===== src/rtl/decode_stage.sv =====
// RV32I decode stage: combinational decode of the incoming instruction,
// captured into a 2-entry elastic buffer (output register + skid register)
// so fetch sees full throughput while execute applies back-pressure.
module decode_stage #(
   parameter int WORD_SIZE = 32
) (
   input  logic                 clk,
   input  logic                 rst_n,
   input  logic                 flush,
   input  logic                 in_valid,
   output logic                 in_ready,
   input  logic [31:0]          in_instr,
   input  logic [WORD_SIZE-1:0] in_pc,
   output logic                 out_valid,
   input  logic                 out_ready,
   output logic [WORD_SIZE-1:0] out_pc,
   output logic [3:0]           alu_op,
   output logic                 a_sel_pc,
   output logic                 b_sel_imm,
   output logic [WORD_SIZE-1:0] imm,
   output logic [4:0]           rs1,
   output logic [4:0]           rs2,
   output logic [4:0]           rd,
   output logic                 reg_write,
   output logic                 mem_read,
   output logic                 mem_write,
   output logic                 branch,
   output logic                 jump,
   output logic [2:0]           funct3,
   output logic                 illegal
);

   localparam logic [3:0] ALU_ADD  = 4'd0;
   localparam logic [3:0] ALU_SUB  = 4'd1;
   localparam logic [3:0] ALU_SLL  = 4'd2;
   localparam logic [3:0] ALU_SLT  = 4'd3;
   localparam logic [3:0] ALU_SLTU = 4'd4;
   localparam logic [3:0] ALU_XOR  = 4'd5;
   localparam logic [3:0] ALU_SRL  = 4'd6;
   localparam logic [3:0] ALU_SRA  = 4'd7;
   localparam logic [3:0] ALU_OR   = 4'd8;
   localparam logic [3:0] ALU_AND  = 4'd9;
   localparam logic [3:0] ALU_PASS = 4'd10;

   localparam logic [6:0] OPC_OP     = 7'b0110011;
   localparam logic [6:0] OPC_OPIMM  = 7'b0010011;
   localparam logic [6:0] OPC_LUI    = 7'b0110111;
   localparam logic [6:0] OPC_AUIPC  = 7'b0010111;
   localparam logic [6:0] OPC_LOAD   = 7'b0000011;
   localparam logic [6:0] OPC_STORE  = 7'b0100011;
   localparam logic [6:0] OPC_BRANCH = 7'b1100011;
   localparam logic [6:0] OPC_JAL    = 7'b1101111;
   localparam logic [6:0] OPC_JALR   = 7'b1100111;

   localparam logic [6:0] F7_BASE = 7'b0000000;
   localparam logic [6:0] F7_ALT  = 7'b0100000;

   // One decoded bundle as it travels through the buffer.
   typedef struct packed {
      logic [3:0]           alu_op;
      logic                 a_sel_pc;
      logic                 b_sel_imm;
      logic [WORD_SIZE-1:0] imm;
      logic [4:0]           rs1;
      logic [4:0]           rs2;
      logic [4:0]           rd;
      logic                 reg_write;
      logic                 mem_read;
      logic                 mem_write;
      logic                 branch;
      logic                 jump;
      logic [2:0]           funct3;
      logic                 illegal;
      logic [WORD_SIZE-1:0] pc;
   } bundle_t;

   bundle_t dec_d;
   bundle_t out_q, out_d;
   bundle_t skid_q, skid_d;
   logic    out_valid_q, out_valid_d;
   logic    skid_valid_q, skid_valid_d;

   logic [6:0]  opc;
   logic [2:0]  f3;
   logic [6:0]  f7;
   logic [31:0] imm_i, imm_s, imm_b, imm_u, imm_j, imm_sh;
   logic        ill;
   logic        accept, drain;

   assign opc = in_instr[6:0];
   assign f3  = in_instr[14:12];
   assign f7  = in_instr[31:25];

   assign imm_i  = {{20{in_instr[31]}}, in_instr[31:20]};
   assign imm_s  = {{20{in_instr[31]}}, in_instr[31:25], in_instr[11:7]};
   assign imm_b  = {{19{in_instr[31]}}, in_instr[31], in_instr[7],
                    in_instr[30:25], in_instr[11:8], 1'b0};
   assign imm_u  = {in_instr[31:12], 12'b0};
   assign imm_j  = {{11{in_instr[31]}}, in_instr[31], in_instr[19:12],
                    in_instr[20], in_instr[30:21], 1'b0};
   assign imm_sh = {27'b0, in_instr[24:20]};

   // Combinational decode of the instruction currently offered by fetch.
   // b_sel_imm is set wherever the immediate is the ALU B operand; LUI and
   // AUIPC write rd like every other result-producing format.
   always_comb begin
      dec_d        = '0;
      dec_d.rs1    = in_instr[19:15];
      dec_d.rs2    = in_instr[24:20];
      dec_d.rd     = in_instr[11:7];
      dec_d.funct3 = f3;
      dec_d.pc     = in_pc;
      dec_d.alu_op = ALU_ADD;
      ill          = 1'b0;
      if (in_instr[1:0] != 2'b11) begin
         ill = 1'b1;
      end else begin
         case (opc)
            OPC_OP: begin
               dec_d.reg_write = 1'b1;
               if (f7 == F7_BASE) begin
                  case (f3)
                     3'b000:  dec_d.alu_op = ALU_ADD;
                     3'b001:  dec_d.alu_op = ALU_SLL;
                     3'b010:  dec_d.alu_op = ALU_SLT;
                     3'b011:  dec_d.alu_op = ALU_SLTU;
                     3'b100:  dec_d.alu_op = ALU_XOR;
                     3'b101:  dec_d.alu_op = ALU_SRL;
                     3'b110:  dec_d.alu_op = ALU_OR;
                     default: dec_d.alu_op = ALU_AND;
                  endcase
               end else if (f7 == F7_ALT && f3 == 3'b000) begin
                  dec_d.alu_op = ALU_SUB;
               end else if (f7 == F7_ALT && f3 == 3'b101) begin
                  dec_d.alu_op = ALU_SRA;
               end else begin
                  ill = 1'b1;
               end
            end
            OPC_OPIMM: begin
               dec_d.reg_write = 1'b1;
               dec_d.b_sel_imm = 1'b1;
               dec_d.imm       = imm_i;
               case (f3)
                  3'b000: dec_d.alu_op = ALU_ADD;
                  3'b010: dec_d.alu_op = ALU_SLT;
                  3'b011: dec_d.alu_op = ALU_SLTU;
                  3'b100: dec_d.alu_op = ALU_XOR;
                  3'b110: dec_d.alu_op = ALU_OR;
                  3'b111: dec_d.alu_op = ALU_AND;
                  3'b001: begin
                     dec_d.alu_op = ALU_SLL;
                     dec_d.imm    = imm_sh;
                     ill          = (f7 != F7_BASE);
                  end
                  default: begin
                     dec_d.alu_op = (f7 == F7_ALT) ? ALU_SRA : ALU_SRL;
                     dec_d.imm    = imm_sh;
                     ill          = (f7 != F7_BASE) && (f7 != F7_ALT);
                  end
               endcase
            end
            OPC_LUI: begin
               dec_d.alu_op    = ALU_PASS;
               dec_d.b_sel_imm = 1'b1;
               dec_d.reg_write = 1'b1;
               dec_d.imm       = imm_u;
            end
            OPC_AUIPC: begin
               dec_d.a_sel_pc  = 1'b1;
               dec_d.b_sel_imm = 1'b1;
               dec_d.reg_write = 1'b1;
               dec_d.imm       = imm_u;
            end
            OPC_LOAD: begin
               dec_d.b_sel_imm = 1'b1;
               dec_d.reg_write = 1'b1;
               dec_d.mem_read  = 1'b1;
               dec_d.imm       = imm_i;
            end
            OPC_STORE: begin
               dec_d.b_sel_imm = 1'b1;
               dec_d.mem_write = 1'b1;
               dec_d.imm       = imm_s;
            end
            OPC_BRANCH: begin
               dec_d.branch = 1'b1;
               dec_d.imm    = imm_b;
               case (f3[2:1])
                  2'b00:   dec_d.alu_op = ALU_SUB;
                  2'b10:   dec_d.alu_op = ALU_SLT;
                  2'b11:   dec_d.alu_op = ALU_SLTU;
                  default: ill = 1'b1;
               endcase
            end
            OPC_JAL: begin
               dec_d.jump      = 1'b1;
               dec_d.reg_write = 1'b1;
               dec_d.a_sel_pc  = 1'b1;
               dec_d.b_sel_imm = 1'b1;
               dec_d.imm       = imm_j;
            end
            OPC_JALR: begin
               dec_d.jump      = 1'b1;
               dec_d.reg_write = 1'b1;
               dec_d.b_sel_imm = 1'b1;
               dec_d.imm       = imm_i;
               ill             = (f3 != 3'b000);
            end
            default: ill = 1'b1;
         endcase
      end
      // Illegal bundles still flow downstream but must not cause side effects.
      if (ill) begin
         dec_d.illegal   = 1'b1;
         dec_d.alu_op    = ALU_PASS;
         dec_d.a_sel_pc  = 1'b0;
         dec_d.b_sel_imm = 1'b0;
         dec_d.imm       = '0;
         dec_d.reg_write = 1'b0;
         dec_d.mem_read  = 1'b0;
         dec_d.mem_write = 1'b0;
         dec_d.branch    = 1'b0;
         dec_d.jump      = 1'b0;
      end
   end

   assign in_ready = rst_n && !skid_valid_q;
   assign accept   = in_valid && in_ready;
   assign drain    = !out_valid_q || out_ready;

   // Elastic buffer next state: skid refills the output first, so order holds.
   // An accept never coincides with a full skid because in_ready is low then.
   always_comb begin
      out_d        = out_q;
      skid_d       = skid_q;
      out_valid_d  = out_valid_q;
      skid_valid_d = skid_valid_q;
      if (flush) begin
         out_valid_d  = 1'b0;
         skid_valid_d = 1'b0;
      end else if (drain) begin
         if (skid_valid_q) begin
            out_d        = skid_q;
            out_valid_d  = 1'b1;
            skid_valid_d = 1'b0;
         end else if (accept) begin
            out_d       = dec_d;
            out_valid_d = 1'b1;
         end else begin
            out_valid_d = 1'b0;
         end
      end else if (accept) begin
         skid_d       = dec_d;
         skid_valid_d = 1'b1;
      end
   end

   // Buffer registers with synchronous reset clearing valids and all fields.
   always_ff @(posedge clk) begin
      if (!rst_n) begin
         out_q        <= '0;
         skid_q       <= '0;
         out_valid_q  <= 1'b0;
         skid_valid_q <= 1'b0;
      end else begin
         out_q        <= out_d;
         skid_q       <= skid_d;
         out_valid_q  <= out_valid_d;
         skid_valid_q <= skid_valid_d;
      end
   end

   assign out_valid = out_valid_q;
   assign out_pc    = out_q.pc;
   assign alu_op    = out_q.alu_op;
   assign a_sel_pc  = out_q.a_sel_pc;
   assign b_sel_imm = out_q.b_sel_imm;
   assign imm       = out_q.imm;
   assign rs1       = out_q.rs1;
   assign rs2       = out_q.rs2;
   assign rd        = out_q.rd;
   assign reg_write = out_q.reg_write;
   assign mem_read  = out_q.mem_read;
   assign mem_write = out_q.mem_write;
   assign branch    = out_q.branch;
   assign jump      = out_q.jump;
   assign funct3    = out_q.funct3;
   assign illegal   = out_q.illegal;

endmodule


===== config.mk =====
export PLATFORM = sky130hd
export DESIGN_NAME = decode_stage
export DESIGN_NICKNAME = d
export VERILOG_FILES = /design/src/rtl/decode_stage.sv
export SDC_FILE = /design/constraint.sdc
export NUM_CORES = 1
export LEC_CHECK = 0
export CAP_MARGIN = 5
export CORE_MARGIN = 2
export CORE_UTILIZATION = 40
export CTS_CLUSTER_SIZE = 10
export DETAILED_ROUTE_END_ITERATION = 7
export SYNTH_ARGS = -nofsm -noshare
export SYNTH_HDL_FRONTEND = slang
export SYNTH_SLANG_ARGS = --single-unit

===== constraint.sdc =====
create_clock -name clk -period 6.9 [get_ports clk]
set_input_delay 0.69 -clock clk [delete_from_list [all_inputs] [get_ports clk]]
set_output_delay 0.69 -clock clk [all_outputs]
set_load 0.03 [all_outputs]

==> results.ini <==
[sta]
max_freq_mhz = 268.2
worst_pin_slew_ns = 1.120
slew_headroom_pct = 25.03
period_needed_ns = 3.729
fin_skew_ns = 0.009539
slew_violations = 0
fin_crit_sh_pct = 54.04
rsz0062_at_grt = false
hold_viol = 0
fin_setup_tns_ns = 0
setup-violations-final = 0

[job]
maxCapViolCount = 0

[yosys]
synth.avg_cell_area_um2 = 8.640
ys_top_cells_by_area = dfxtp_1 (45%), nand2_1 (11%), o211a_1 (6.1%)
ys_ff_latch = 190
synth_area_leader_cell = dfxtp_1
ys_seq_area_share_pct = 44.92
yosysWarningCount = 0
synth_top_area_share_pct = 44.92
syn-cell-area_um2 = 8467
synthArstFlopShare_pct = 0
synth_fp_nets = 1049
synth_most_common_cell = nand2_1
yosysUniqueCellTypes = 65
synth_edf_count = 0
ys.flop_type = dfxtp_1
synth_common_cells = nand2_1 (250), dfxtp_1 (190), o21ai_0 (77), clkbuf_1 (68), a21boi_0 (53)
postSynthCellCount = 980

[critical_path]
path_depth = 3
reg2reg_depth = 7
slowest_delay_ns = 0.88
cp_data_arrival_time_ns = 3.04
cp.required_ns = 6.21
crit_fanout = 57
crit_path_end_kind = primary output
startpoint_type = flip-flop
cp_top_family = buffers and inverters
cpMaxStageDelayCell = dfxtp_4
worstSetupStartpoint = skid_valid_q
crit_path_cell_trace = buf_4 -> nor2b_1 -> clkdlybuf4s50_1
timing.rr.start = skid_valid_q
worst-path-buf-inv = 2
path_class = flip-flop to primary output

[hold_path]
min_from = skid_q[87]
min_path_cells = 2
hold_path.class = flip-flop to flip-flop

[layout]
num-fill-cells = 2016
fin_util_pct = 51.51
num_antenna_cells = 0
multi_input_area_um2 = 4283
instances_no_fill = 1375
seq_area_um2 = 3807
nets = 1156
drive_gt1_share_pct = 6.364
area_growth_pct = 27.07

[clock_tree]
clockBufferDepth = 2
cts.sinks = 190
hold_buffers = 0
cts_buffers = 17
htree_levels = 4
clk_pin_slew_ns = 0.07
root_buffer = clkbuf_16
cts_resized = 0
clk_latency_ns = 0.44
cts_tree = built
cts_setup_buffers = 0

[place]
dp_cells = 1343
port_buffers = 164
gp_congestion = 0.8592
dp_hpwl_um = 15120

[grt]
antenna_found_initial = 0
grt_max_degree = 107
grt_remaining_overflow = 0
grt.total_usage_pct = 21.65
grt_pass1_vias = 6928
grt_pass1_wl_um = 38080

[die]
core-area_um2 = 20890
die_w_um = 149.5
dieHeight_um = 149.5
die_area_um2 = 22350
ios = 165
rows = 53
start_util_pct = 40.53

[routing]
totalWireLength_um = 23920
wl_per_cell_um = 17.40
dr.pass1.iters = 5
vias = 7434
ant_nets = 0
drc_errors = 0
vias_per_cell = 5.407
dr.first_iter.drc_count = 517

[power_and_ir_drop]
total_power_uw = 2370
vdd_drop_max_uv = 176.5
p_per_area_nw_per_um2 = 220.3
power.leakage_uw = 0.004193

[run_status]
status = finished clean

## worst paths after layout
path,to,slack [ns]
hold / removal,skid_q[87],0.45
hold reg to reg,skid_q[87],0.45
setup reg to reg,alu_op[1],3.74
setup / recovery,in_ready,3.17
## stage by stage
stage | hold WS, ns | setup slack [ns] | cell area, µm²
detailed placement | 0.4429 | 3.181 | 10180
global placement | 0.4355 | 3.223 | 10180
floorplan | 0.4259 | 4.228 | 8467
finish | 0.4545 | 3.171 | 10760
CTS | 0.4596 | 3.194 | 10760
global route | 0.4825 | 3.060 | 10760
## state kept, by name, summed over array words and instances, names as in the netlist
register / cells
a_sel_pc: 1
alu_op: 4
b_sel_imm: 1
branch: 1
funct3: 3
illegal: 1
imm: 32
jump: 1
mem_read: 1
mem_write: 1
out_pc: 32
out_valid: 1
rd: 5
reg_write: 1
rs1: 5
rs2: 5
skid_q: 94
skid_valid_q: 1
## placed cells by master (no fill, tap or decap), types with 3 or more instances in the layout
master / Yosys / layout
a21boi_0: 53 / 53
a21oi_1: 19 / 19
a221oi_1: 7 / 7
a221oi_2: 10 / 10
a22o_1: 18 / 18
a32o_1: 4 / 4
buf_4: 1 / 10
clkbuf_16: 0 / 17
clkdlybuf4s50_1: 0 / 163
clkinv_4: 0 / 6
dfxtp_1: 190 / 189
inv_1: 10 / 10
inv_6: 0 / 5
mux2i_1: 50 / 50
nand2_1: 250 / 250
nand2b_1: 7 / 7
nand3_1: 32 / 32
nand3b_1: 3 / 3
nor2_1: 30 / 30
nor2b_1: 4 / 4
nor3_1: 11 / 10
o211a_1: 52 / 52
o211ai_1: 3 / 3
o21ai_0: 77 / 77
o21ai_1: 12 / 12
or3_1: 3 / 3
## worst min-delay path: stages, from the launching register on
cell	delay (ns)
dfxtp_1	0.33
nand2_1	0.04
o21ai_0	0.05
## cells by family (layout without fill, tap and decap cells)
kind of cell,Yosys count,in the layout,share of synthesized area [%]
simple gates,362,362,19.00
flops,190,190,44.92
buf+inv,95,215,4.625
mux,50,50,5.911
compound gates,280,280,25.23
xor+xnor,3,3,0.3104
## routing by layer
layer / vias up / global-route usage (%) / wire (µm)
met1: 3508 / 31.58 / 11560
met3: 29 / 6.707 / 1898
met2: 241 / 30.16 / 10050
met5: - / 0 / 0
met4: 0 / 7.000 / 414
li1: 3656 / - / -
## power breakdown
group	internal [µW]	switching [µW]
combinational	112	151
sequential	1120	13.6
clock	509	465
total	1740	629
## cell type report
class / instances / area share, %
Clock inverter: 15 / 1.442
Timing Repair Buffer: 173 / 15.86
Inverter: 10 / 0.3489
Sequential cell: 190 / 35.39
Clock buffer: 17 / 3.954
Tap cell: 275 / 3.198
Multi-Input combinational cell: 695 / 39.81
No activity file was read; power rests on OpenSTA's default activity.
